File: src/rtl/pipeline_ctrl.sv
// Hazard/stall controller for a 5-stage pipeline: post-reset fill sequence,
// operand forwarding, load-use stalls, memory-wait freeze and stall statistics.
module pipeline_ctrl #(
  parameter int FILL_CYCLES = 3,
  parameter int MEM_TIMEOUT = 255
) (
  input  logic        clk,
  input  logic        reset_n,
  input  logic [3:0]  RA1D,
  input  logic [3:0]  RA2D,
  input  logic [3:0]  RA1E,
  input  logic [3:0]  RA2E,
  input  logic [3:0]  WA3E,
  input  logic [3:0]  WA3M,
  input  logic [3:0]  WA3W,
  input  logic        RegWriteM,
  input  logic        RegWriteW,
  input  logic        MemtoRegE,
  input  logic        PCWrPendingF,
  input  logic        PCSrcW,
  input  logic        BranchTakenE,
  input  logic        MemReqM,
  input  logic        MemReadyM,
  input  logic        ClrStats,
  output logic [1:0]  ForwardAE,
  output logic [1:0]  ForwardBE,
  output logic        StallF,
  output logic        StallD,
  output logic        StallE,
  output logic        StallM,
  output logic        FlushD,
  output logic        FlushE,
  output logic        KillW,
  output logic [15:0] StallCount,
  output logic        MemTimeout,
  output logic        Busy
);

  typedef enum logic [1:0] {FILL, RUN, MEM_WAIT} state_t;

  localparam logic [7:0] FILL_LAST   = 8'(FILL_CYCLES - 1);
  localparam logic [8:0] TIMEOUT_LIM = 9'(MEM_TIMEOUT);

  state_t     state, state_nxt;
  logic [7:0] cnt, cnt_nxt;
  logic       timeout_set;
  logic       ldr_stall;
  logic       mem_wait;

  function automatic logic [7:0] sat_inc8(input logic [7:0] v);
    return (v == 8'hFF) ? v : v + 8'd1;
  endfunction

  function automatic logic [15:0] sat_inc16(input logic [15:0] v);
    return (v == 16'hFFFF) ? v : v + 16'd1;
  endfunction

  // The M stage holds the younger result, so it wins over W.
  function automatic logic [1:0] fwd_sel(input logic rw_m, input logic [3:0] wa_m,
                                         input logic rw_w, input logic [3:0] wa_w,
                                         input logic [3:0] ra);
    if (rw_m && (wa_m == ra))      return 2'b10;
    else if (rw_w && (wa_w == ra)) return 2'b01;
    else                           return 2'b00;
  endfunction

  assign ldr_stall = MemtoRegE && ((WA3E == RA1D) || (WA3E == RA2D));
  assign mem_wait  = MemReqM && !MemReadyM;
  assign Busy      = (state != RUN);

  always_comb begin
    state_nxt   = state;
    cnt_nxt     = cnt;
    timeout_set = 1'b0;
    ForwardAE   = 2'b00;
    ForwardBE   = 2'b00;
    StallF      = 1'b0;
    StallD      = 1'b0;
    StallE      = 1'b0;
    StallM      = 1'b0;
    FlushD      = 1'b0;
    FlushE      = 1'b0;
    KillW       = 1'b0;

    case (state)
      FILL: begin
        StallF = 1'b1;
        FlushD = 1'b1;
        FlushE = 1'b1;
        KillW  = 1'b1;
        if (cnt == FILL_LAST) begin
          state_nxt = RUN;
          cnt_nxt   = '0;
        end else begin
          cnt_nxt = cnt + 8'd1;
        end
      end
      RUN, MEM_WAIT: begin
        ForwardAE = fwd_sel(RegWriteM, WA3M, RegWriteW, WA3W, RA1E);
        ForwardBE = fwd_sel(RegWriteM, WA3M, RegWriteW, WA3W, RA2E);
        // A pending memory access freezes everything; held branches re-flush once it completes.
        if (mem_wait) begin
          StallF = 1'b1;
          StallD = 1'b1;
          StallE = 1'b1;
          StallM = 1'b1;
          KillW  = 1'b1;
        end else begin
          StallF = ldr_stall | PCWrPendingF;
          StallD = ldr_stall;
          FlushD = PCWrPendingF | PCSrcW | BranchTakenE;
          FlushE = ldr_stall | BranchTakenE;
        end
        if (state == RUN) begin
          if (mem_wait) begin
            state_nxt = MEM_WAIT;
            cnt_nxt   = '0;
          end
        end else if (mem_wait) begin
          cnt_nxt     = sat_inc8(cnt);
          timeout_set = ({1'b0, cnt_nxt} >= TIMEOUT_LIM);
        end else begin
          state_nxt = RUN;
        end
      end
      default: begin
        state_nxt = FILL;
        cnt_nxt   = '0;
      end
    endcase
  end

  always_ff @(posedge clk or negedge reset_n) begin
    if (!reset_n) begin
      state      <= FILL;
      cnt        <= '0;
      StallCount <= '0;
      MemTimeout <= 1'b0;
    end else begin
      state <= state_nxt;
      cnt   <= cnt_nxt;
      if (ClrStats) begin
        StallCount <= '0;
        MemTimeout <= 1'b0;
      end else begin
        if ((state != FILL) && StallF) StallCount <= sat_inc16(StallCount);
        if (timeout_set) MemTimeout <= 1'b1;
      end
    end
  end

endmodule

File: config.mk
export PLATFORM = sky130hd
export DESIGN_NAME = pipeline_ctrl
export DESIGN_NICKNAME = d
export VERILOG_FILES = /design/src/rtl/pipeline_ctrl.sv
export SDC_FILE = /design/constraint.sdc
export NUM_CORES = 1
export LEC_CHECK = 0
export ABC_CLOCK_PERIOD_IN_PS = 5100
export CORE_AREA = 2 2 69 71
export CTS_CLUSTER_DIAMETER = 200
export DETAILED_ROUTE_END_ITERATION = 8
export DIE_AREA = 0 0 71 73
export GPL_TIMING_DRIVEN = 0
export PLACE_DENSITY = 0.84
export SYNTH_ARGS = -nofsm -noshare
export SYNTH_HDL_FRONTEND = slang
export SYNTH_SLANG_ARGS = --single-unit
export TNS_END_PERCENT = 50
File: constraint.sdc
create_clock -name clk -period 5.1 [get_ports clk]
set_input_delay 0.51 -clock clk [delete_from_list [all_inputs] [get_ports clk]]
set_output_delay 0.51 -clock clk [all_outputs]
set_load 0.05 [all_outputs]
### Word-level counts from Yosys, hierarchy flattened

Index checks and enable logic that the tools add are counted.

| cells by class | value |
|---|---|
| bitwise operators | 4 |
| add/sub/neg operators | 2 |
| magnitude comparators | 1 |
| equality and inequality tests | 17 |
| reduce and logical (&&, ||, !) cells | 16 |
| multiplexer cells | 36 |

Operators by type and width:

| cell | number |
|---|---|
| $mux W16 | 3 |
| $mux W8 | 5 |
| $eq A4 B4 Y1 | 6 |
| $add A16 B1 Y16 const B | 1 |
| $eq A16 B16 Y1 const B | 1 |
| $mux W2 | 8 |
| $pmux W8 S2 | 1 |
| $mux W1 | 14 |
| $add A8 B1 Y8 const B | 1 |
| $eq A8 B2 Y1 const B | 1 |
| $eq A8 B8 Y1 const B | 1 |
| $ge A8 B8 Y1 const B | 1 |
| $pmux W1 S2 | 4 |
| $logic_and A1 B1 Y1 | 7 |
| $ne A2 B2 Y1 const B | 3 |
| $ne A3 B3 Y1 const B | 2 |
| $reduce_bool A2 Y1 | 3 |
| $or A1 B1 Y1 | 4 |
| $pmux W2 S2 | 1 |
| $reduce_and A3 Y1 | 1 |
| $eq A2 B1 Y1 const B | 1 |
| $eq A2 B2 Y1 const B | 1 |
| $logic_not A2 Y1 | 1 |
| $ne A2 B1 Y1 const B | 1 |
| 4 further kinds | 4 |

| storage, ports and cells | value |
|---|---|
| input bits | 39 |
| output and inout bits | 29 |
| register bits after elaboration | 27 |

### Logic depth before layout (Yosys ltp)

Gate-level depths: netlist of run 1.

| depth | value |
|---|---|
| depth in word-level cells | 9 |
| mapped depth | 10 |
| depth with buffers taken out | 7 |

### Worst setup path before layout of run 1

OpenSTA, ideal clock, no wires.

| timing | value |
|---|---|
| path type | register to output |
| from | register state[1] |
| to | output port ForwardAE[0] |
| cell stages (with the launch flop) | 6 |
| path buffers | 1 |
| setup slack | 1917 ps |
| required time | 4590 ps |
| data arrival time | 2673 ps |
| cells stage by stage | dfrtp_1 > inv_1 > ha_1 > clkbuf_1 > nand2_1 > nor4_1 |

| between the ends | value |
|---|---|
| word-level cells in the longest chain between the ends | 3 |

Ends and longest elaborated chain:

| element | line | RTL |
|---|---|---|
| from (decl) | 44 | `state_t state, state_nxt;` |
| from (signal assigned) | 140 | `state <= state_nxt;` |
| $eq A2 B1 Y1 / $eq A2 B2 Y1 (equally long branches) | 85 | `case (state)` |
| $reduce_or A2 Y1 * | 85 |  |
| $mux W2 * | 85 |  |
| to (decl) | 25 | `output logic [1:0] ForwardAE,` |

Mark *: on every way between the ends. The rest lies on a longest branch, timed or not.

### Worst setup path in the final report of run 1

Same ends and word-level chain as after synthesis.

==> results.ini, run 1 <==
[clock_network]
cts_tree=done
hold_buffers=0
clk_latency_ns=0.27
h-tree-depth=1
clkTransAtPathRegs_ns=0.09
cts-root-buf=clkbuf_8
post_cts_resized=0
cts_buffer_depth=2
cts_buffers=3
post-cts-setup-buffers=0
cts_sinks=27

[sta]
tightest_slew_ns=0.670
min_period_over_period_pct=65.1
final_max_slew_viol_count=0
worst_slack_ns=1.78
final.min_clock_period_ns=3.32
max_freq_mhz=301
slew-limit-headroom_pct=55.0
setup-violations-final=0
clock_skew_ns=0.00242
finalHoldViolCount=0
rsz0062_at_grt=false
finalSetupTns_ns=0

[hold_path]
holdCritPathClass=in -> async

[placed_design]
place_inst=381
globalplace.congestion=0.833
dp_slack_ns=1.91
dp_hpwl_um=4180
io_buffers=67

[grt]
grt_pass1_vias=2107
grt.busiest_layer=met2
grt_use_total_pct=21.5
use_met3_pct=3.59
antenna_found_initial=0
grt_pass1_wl_um=9140
grt_overflow=0
grt.met1_usage_pct=28.1
grt_max_degree=28
use_met2_pct=37.0

[floorplanning]
fp.dieArea_mm2=0.00518
io_pins=68
rows=25
die_height_um=73
initial_utilization_pct=47.7
core-area_mm2=0.00454
die_w_um=71

[route]
drcViolationCount=0
post_drt_wl_per_cell_um=14.1
wl_um=5420
first_pass_iters=4
drt-initial-drc-count=227
vias_per_cell=5.79
ant_nets=0
vias=2230

[logic_synthesis]
ys_ff_latch=27
async_reset_ff_share_pct=100
yosysWarnings=0
synth_edf_count=0
dominantRegCellSynth=dfrtp_1
synth.cell_area_mm2=0.00216
synthesis.nets=306
post_synth_inst_count=260
ys_seq_area_share_pct=31.3
yosys.cell_types.count=47
syn_avg_cell_area_um2=8.32

[layout]
final_common_cell=clkdlybuf4s50_1
syn_to_final_growth_pct=36.0
drive_gt1_share_pct=5.74
fin_util_pct=64.8
antenna_cells=0
final_cell_mix=clkdlybuf4s50_1 (66), dfrtp_1 (27), a21oi_1 (26)
nets=378
instances_no_fill=385

[critical_path]
r2r_cells=9
required_ns=4.59
worst-path-max-fanout=10
cp.arrival_ns=2.81
critPathLaunchType=flop
end_kind=output port
critPathKind=reg -> out

[power_and_ir_drop]
power_uw=1150
p_per_area_mw_per_mm2=392
p_leak_uw=0.00111
ir_worst_vdd_mv=0.231

[status]
outcome=completed

[job]
max_cap_violations=0

==> per-stage QoR <==
step | area [um^2] | hold slack (ns)
floorplan | 2160 | 0.214
global placement | 2900 | 0.527
detailed placement | 2900 | 0.549
CTS | 2950 | 0.562
global route | 2940 | 0.281
finish | 2940 | 0.226
==> power breakdown <==
part	switching [uW]	internal, uW	total, uW
sequential	28.9	237	266
combinational	479	283	762
clock	69.3	56.1	125
total	577	577	1150
==> state kept, by name, summed over array words and instances, names as in the netlist <==
signal	count
state	2
cnt	8
StallCount	16
MemTimeout	1
==> worst max-delay path, stage by stage (launching register included) <==
cell,delay [ns]
dfrtp_1,0.42
inv_1,0.10
ha_1,0.34
clkbuf_1,0.33
nand2_1,0.12
nor4_1,0.36
clkdlybuf4s50_1,0.87
==> cell families (layout without fill, tap and decap cells) <==
| kind of cell | count (synthesis) | count (layout) | synth area share [%] |
|---|---|---|---|
| flip-flops | 27 | 27 | 31.3 |
| buffers and inverters | 24 | 95 | 5.27 |
| AO/OA/AOI/OAI | 66 | 66 | 20.0 |
| AND/OR/NAND/NOR | 105 | 105 | 26.5 |
| adder cells (fa/ha/maj) | 7 | 7 | 4.05 |
| XOR/XNOR | 27 | 27 | 10.9 |
| multiplexers | 4 | 4 | 1.97 |
==> cell type report <==
class,instances,area [um^2]
fill,360,1600
multi-input combinational,209,1370
sequential,27,676
timing repair buffer,67,666
buffer,16,83.8
tap,54,67.6
clock buffer,4,45.0
inverter,8,30.0
==> cell usage after synthesis (all sizes together), types with 2 or more instances <==
cell type / count / area share (%)
a21oi: 27 / 6.4
dfrtp: 27 / 31
nand2: 23 / 4.0
xnor2: 19 / 7.7
nor2: 18 / 3.1
o21ai: 12 / 2.8
o31ai: 12 / 4.2
nand3: 10 / 2.3
or4: 10 / 3.5
clkbuf: 9 / 1.6
inv: 8 / 1.4
nand4: 8 / 2.3
xor2: 8 / 3.2
buf: 7 / 2.3
ha: 7 / 4.1
and2: 5 / 1.4
and3: 5 / 1.5
nand2b: 5 / 1.4
nor4: 5 / 1.4
nor2b: 3 / 0.87
nor3: 3 / 0.69
o41ai: 3 / 2.1
or3: 3 / 0.87
or4b: 3 / 1.6
a211oi: 2 / 0.69
a22o: 2 / 0.81
mux2: 2 / 1.0
mux2i: 2 / 0.93
nor4b: 2 / 0.81
==> final timing paths <==
path                                             start  slack, ns                    endpoint
worst min-delay path                           reset_n       0.23          cnt[6]$_DFFE_PN0P_
worst min register to register  MemTimeout$_DFFE_PN0P_       0.56      MemTimeout$_DFFE_PN0P_
max in group asynchronous                      reset_n       4.47   StallCount[6]$_DFFE_PN0P_
min in group clk                MemTimeout$_DFFE_PN0P_       0.56      MemTimeout$_DFFE_PN0P_
worst max-delay path              state[1]$_DFFE_PN0P_       1.78                ForwardAE[0]
worst max register to register    state[1]$_DFFE_PN0P_       2.77  StallCount[11]$_DFFE_PN0P_
==> routing by layer <==
| metal | share of wire [%] | wire [um] |
|---|---|---|
| met1 | 43 | 2310 |
| met2 | 50 | 2730 |
| met3 | 6.0 | 327 |
| met4 | 0.92 | 50 |
| met5 | 0 | 0 |
Power figures use the tool's default switching activity.
==> run 2, diff against run 1 <==
Settings changed: ABC_CLOCK_PERIOD_IN_PS 5100 to 2700, CORE_AREA 2 2 69 71 to 2 2 74 76, DIE_AREA 0 0 71 73 to 0 0 76 78, PLACE_DENSITY 0.84 to 0.77.
Clock period 5.1 ns to 2.7 ns, I/O delays scaled along.
==> results.ini, run 2 (synthesis gave the netlist of run 1 again) <==
[sta]
slew-limit-headroom_pct=56.3
max_freq_mhz=397
setup-violations-final=0
clock_skew_ns=0.00379
tightest_slew_ns=0.650
final.min_clock_period_ns=2.52
whs_ns=-0.00770
min_period_over_period_pct=93.3
finalHoldViolCount=9
final_max_slew_viol_count=0
rsz0062_at_grt=false
finalSetupTns_ns=0

[route]
vias_per_cell=5.40
wl_um=5820
first_pass_iters=4
wl_met1_um=2640
drcViolationCount=0
vias=2166
met2WireLength_um=2920
highest_layer=met4
drt-initial-drc-count=145
post_drt_wl_per_cell_um=14.5
wl_met3_um=240
ant_nets=0

[grt]
grt_max_degree=28
antenna_found_initial=0
grt_overflow=0
grt_pass1_vias=2157
grt_use_total_pct=20.2
grt_pass1_wl_um=10000

[layout]
final_cell_mix=clkdlybuf4s50_1 (55), dfrtp_1 (27), a21oi_1 (26)
final_common_cell=clkdlybuf4s50_1
largest_registers=StallCount x16, cnt x8, state x2
syn_to_final_growth_pct=36.7
nets=378
fillers=486
largest_reg_flops=16
final_area_mm2=0.00296
top_register=StallCount
antenna_cells=0
regArea_um2=676
multiInputGateArea_mm2=0.00138
drive_gt1_share_pct=7.55

[critical_path]
required_ns=2.43
max_stage_delay_ns=0.53
critPathKind=reg -> out
worst-path-max-fanout=6
r2r_slack_ns=0.46
worst_path_max_delay_cell=dlygate4sd2_1
cp.arrival_ns=2.25
critPathLaunchType=flop
end_kind=output port
path_cells=inv_1 > ha_1 > and2_1 > clkbuf_1 > a21oi_1 > nor2_1 > dlygate4sd2_1

[floorplanning]
die_w_um=76
core-area_mm2=0.00504
fp.dieArea_mm2=0.00593
initial_utilization_pct=42.9
die_height_um=78
io_pins=68
rows=26

[clock_network]
clk_latency_ns=0.27
cts_buffers=3
hold_buffers=0
cts_sinks=27
h-tree-depth=1
cts_tree=done
cts-root-buf=clkbuf_8
post-cts-setup-buffers=0
clkTransAtPathRegs_ns=0.10
cts_buffer_depth=2

[placed_design]
placed_area_mm2=0.00293
globalplace.congestion=0.820
io_buffers=67
dp_hpwl_um=4450

[status]
outcome=finished, violations left
violations=negative hold slack

[power_and_ir_drop]
p_per_area_mw_per_mm2=725
p_leak_uw=0.00114
ir_worst_vdd_mv=0.444

[hold_path]
holdCritPathClass=in -> async

[job]
max_cap_violations=0

-- run 2: routing by layer --
metal | vias to the layer above | track usage (%)
met5 | - | 0
met3 | 4 | 3.60
li1 | 1094 | -
met4 | 0 | 2.55
met2 | 51 | 37.1
met1 | 1017 | 25.4
-- run 2: worst paths after layout --
check,start,endpoint,depth (start not counted)
max in group asynchronous,reset_n,StallCount[9]$_DFFE_PN0P_,1
hold reg to reg,MemTimeout$_DFFE_PN0P_,MemTimeout$_DFFE_PN0P_,2
setup reg to reg,state[1]$_DFFE_PN0P_,StallCount[10]$_DFFE_PN0P_,9
setup / recovery,state[1]$_DFFE_PN0P_,FlushD,7
hold / removal,reset_n,state[0]$_DFFE_PN0P_,1
min in group clk,MemTimeout$_DFFE_PN0P_,MemTimeout$_DFFE_PN0P_,2
-- run 2: what timing repair did --
item,4_1_cts,5_1_grt
gates resized for setup,17,5
setup endpoints to repair,11,8
hold endpoints to repair,0,0
-- run 2: cell type report --
type	instances	area share, %
sequential	27	22.9
inverter	8	1.02
clock inverter	1	0.169
clock buffer	3	1.40
buffer	16	2.88
multi-input combinational	209	46.6
tap	70	2.96
timing repair buffer	67	22.1
-- run 2: power breakdown --
group	switching, uW	total (uW)	internal [uW]	leakage (uW)
logic	915	1410	491	0.000745
clock network	133	236	104	0.0000255
registers	51.9	500	448	0.000371
total	1100	2140	1040	0.00114
-- run 2: critical path: cells and delay by family (launching register included) --
family | cells | cell delay (ns)
compound gates | 1 | 0.10
fa+ha+maj | 1 | 0.36
buf+inv | 3 | 0.86
flops | 1 | 0.42
simple gates | 2 | 0.23
-- run 2: metrics by stage --
| stage | setup slack [ns] | utilization, % | hold WS (ns) | std cells | power [uW] |
|---|---|---|---|---|---|
| global placement | -0.0242 | 58.0 | 0.545 | 397 | 1930 |
| floorplan | -0.209 | - | -0.0256 | 260 | 1530 |
| global route | 0.0100 | 58.6 | 0.0405 | 401 | 2310 |
| CTS | 0.0122 | 58.8 | 0.560 | 401 | 2150 |
| detailed placement | -0.0663 | 58.0 | 0.539 | 397 | 1950 |
| finish | 0.181 | 58.6 | -0.00770 | 401 | 2140 |
==> run 3, diff against run 2 <==
Settings changed: CAP_MARGIN set to 10.
==> results.ini, run 3 (synthesis gave the netlist of run 1 again) <==
[power_and_ir_drop]
ir_worst_vdd_mv=0.510
p_leak_uw=0.00115
p_per_area_mw_per_mm2=721

[hold_path]
holdCritPathClass=in -> async

[clock_network]
hold_buffers=0
cts-root-buf=clkbuf_8
clk_latency_ns=0.28
cts_buffer_depth=2
h-tree-depth=1
cts_buffers=3
clkTransAtPathRegs_ns=0.10
cts_tree=done
cts_sinks=27

[layout]
drive_gt1_share_pct=7.23
final_area_mm2=0.00299
nets=379
syn_to_final_growth_pct=38.2
largest_registers=StallCount x16, cnt x8, state x2
final_common_cell=clkdlybuf4s50_1
fillers=473
antenna_cells=0
final_cell_mix=clkdlybuf4s50_1 (56), dfrtp_1 (27), a21oi_1 (26)
top_register=StallCount
largest_reg_flops=16

[critical_path]
cp.arrival_ns=2.25
end_kind=output port
critPathKind=reg -> out
critPathLaunchType=flop
required_ns=2.43
worst-path-max-fanout=6

[sta]
final_max_slew_viol_count=0
rsz0062_at_grt=false
clock_skew_ns=0.00948
tightest_slew_ns=0.629
min_period_over_period_pct=93.4
final.min_clock_period_ns=2.52
setup-violations-final=0
finalHoldViolCount=0
worst_slack_ns=0.177
max_freq_mhz=396
slew-limit-headroom_pct=57.8
whs_ns=0.306

[floorplanning]
core-area_mm2=0.00504
fp.dieArea_mm2=0.00593
initial_utilization_pct=42.9
die_w_um=76
rows=26
io_pins=68
die_height_um=78

[placed_design]
dp_hpwl_um=4570
globalplace.congestion=0.820
io_buffers=67
placed_area_mm2=0.00295
dp_slack_ns=-0.0619

[grt]
grt_max_degree=21
grt_pass1_wl_um=9790
grt_use_total_pct=20.1
antenna_found_initial=0
grt_overflow=0
grt_pass1_vias=2114

[route]
ant_nets=0
post_drt_wl_per_cell_um=14.7
wl_um=5900
first_pass_iters=4
drt-initial-drc-count=145
drcViolationCount=0
vias_per_cell=5.49
vias=2206

[job]
max_cap_violations=0

[status]
outcome=completed

==> run 3: changes by cell type in the layout (fill, tap and decap cells not counted) <==
| cell | delta |
|---|---|
| buf_16 | +1 |
| buf_2 | -1 |
| clkbuf_1 | +1 |
| clkdlybuf4s50_1 | +1 |
| clkinv_2 | -1 |
==> run 3: repair_timing <==
item	CTS	global route
hold endpoints to repair	0	0
cloned	0	0
gates resized for setup	17	5
buffers inserted	0	0
setup endpoints to repair	11	8
==> run 3: where the power goes <==
group | internal [uW] | switching, uW | leakage (uW) | total [uW]
combinational | 495 | 920 | 0.000758 | 1420
clock | 106 | 134 | 0.0000228 | 240
sequential | 448 | 51.7 | 0.000371 | 500
total | 1050 | 1110 | 0.00115 | 2150
==> run 3: critical path: stages, from the launching register on <==
cell	delay [ns]
dfrtp_1	0.43
inv_1	0.10
ha_1	0.36
and2_1	0.15
clkbuf_1	0.23
a21oi_1	0.10
nor2_1	0.09
dlygate4sd2_1	0.53
==> run 3: metrics by stage <==
step | TNS [ns] | total power [uW] | cells | util [%]
global route | 0 | 2310 | 402 | 59.3
floorplan | -0.209 | 1530 | 260 | -
detailed placement | -0.111 | 1960 | 398 | 58.6
CTS | 0 | 2160 | 402 | 59.3
global placement | -0.0242 | 1930 | 397 | 58.0
finish | 0 | 2150 | 402 | 59.3
==> run 3: path summary, 6_finish.rpt <==
kind / from / to / slack, ns / depth (start not counted)
max reg2reg: state[1]$_DFFE_PN0P_ / StallCount[11]$_DFFE_PN0P_ / 0.45 / 9
min reg2reg: MemTimeout$_DFFE_PN0P_ / MemTimeout$_DFFE_PN0P_ / 0.56 / 2
min in group clk: MemTimeout$_DFFE_PN0P_ / MemTimeout$_DFFE_PN0P_ / 0.56 / 2
max: state[1]$_DFFE_PN0P_ / FlushD / 0.18 / 7
max in group asynchronous: reset_n / StallCount[3]$_DFFE_PN0P_ / 1.92 / 2
min: reset_n / state[0]$_DFFE_PN0P_ / 0.31 / 1
==> run 3: routing by layer <==
metal / vias up / GRT usage (%) / share of wire [%]
li1: 1095 / - / -
met1: 1038 / 25.6 / 45
met2: 69 / 36.1 / 50
met3: 4 / 2.91 / 4.1
met4: 0 / 4.55 / 0.66
met5: - / 0 / 0
==> run 3: area by class of cell <==
class / instances / area [um^2] / area share [%]
clock buffers: 4 / 45.0 / 1.51
multi-input cells: 209 / 1380 / 46.1
well taps: 70 / 87.6 / 2.93
flip-flops and latches: 27 / 676 / 22.6
plain buffers: 16 / 85.1 / 2.85
inverters: 8 / 30.0 / 1.01
repair buffers: 68 / 686 / 22.9
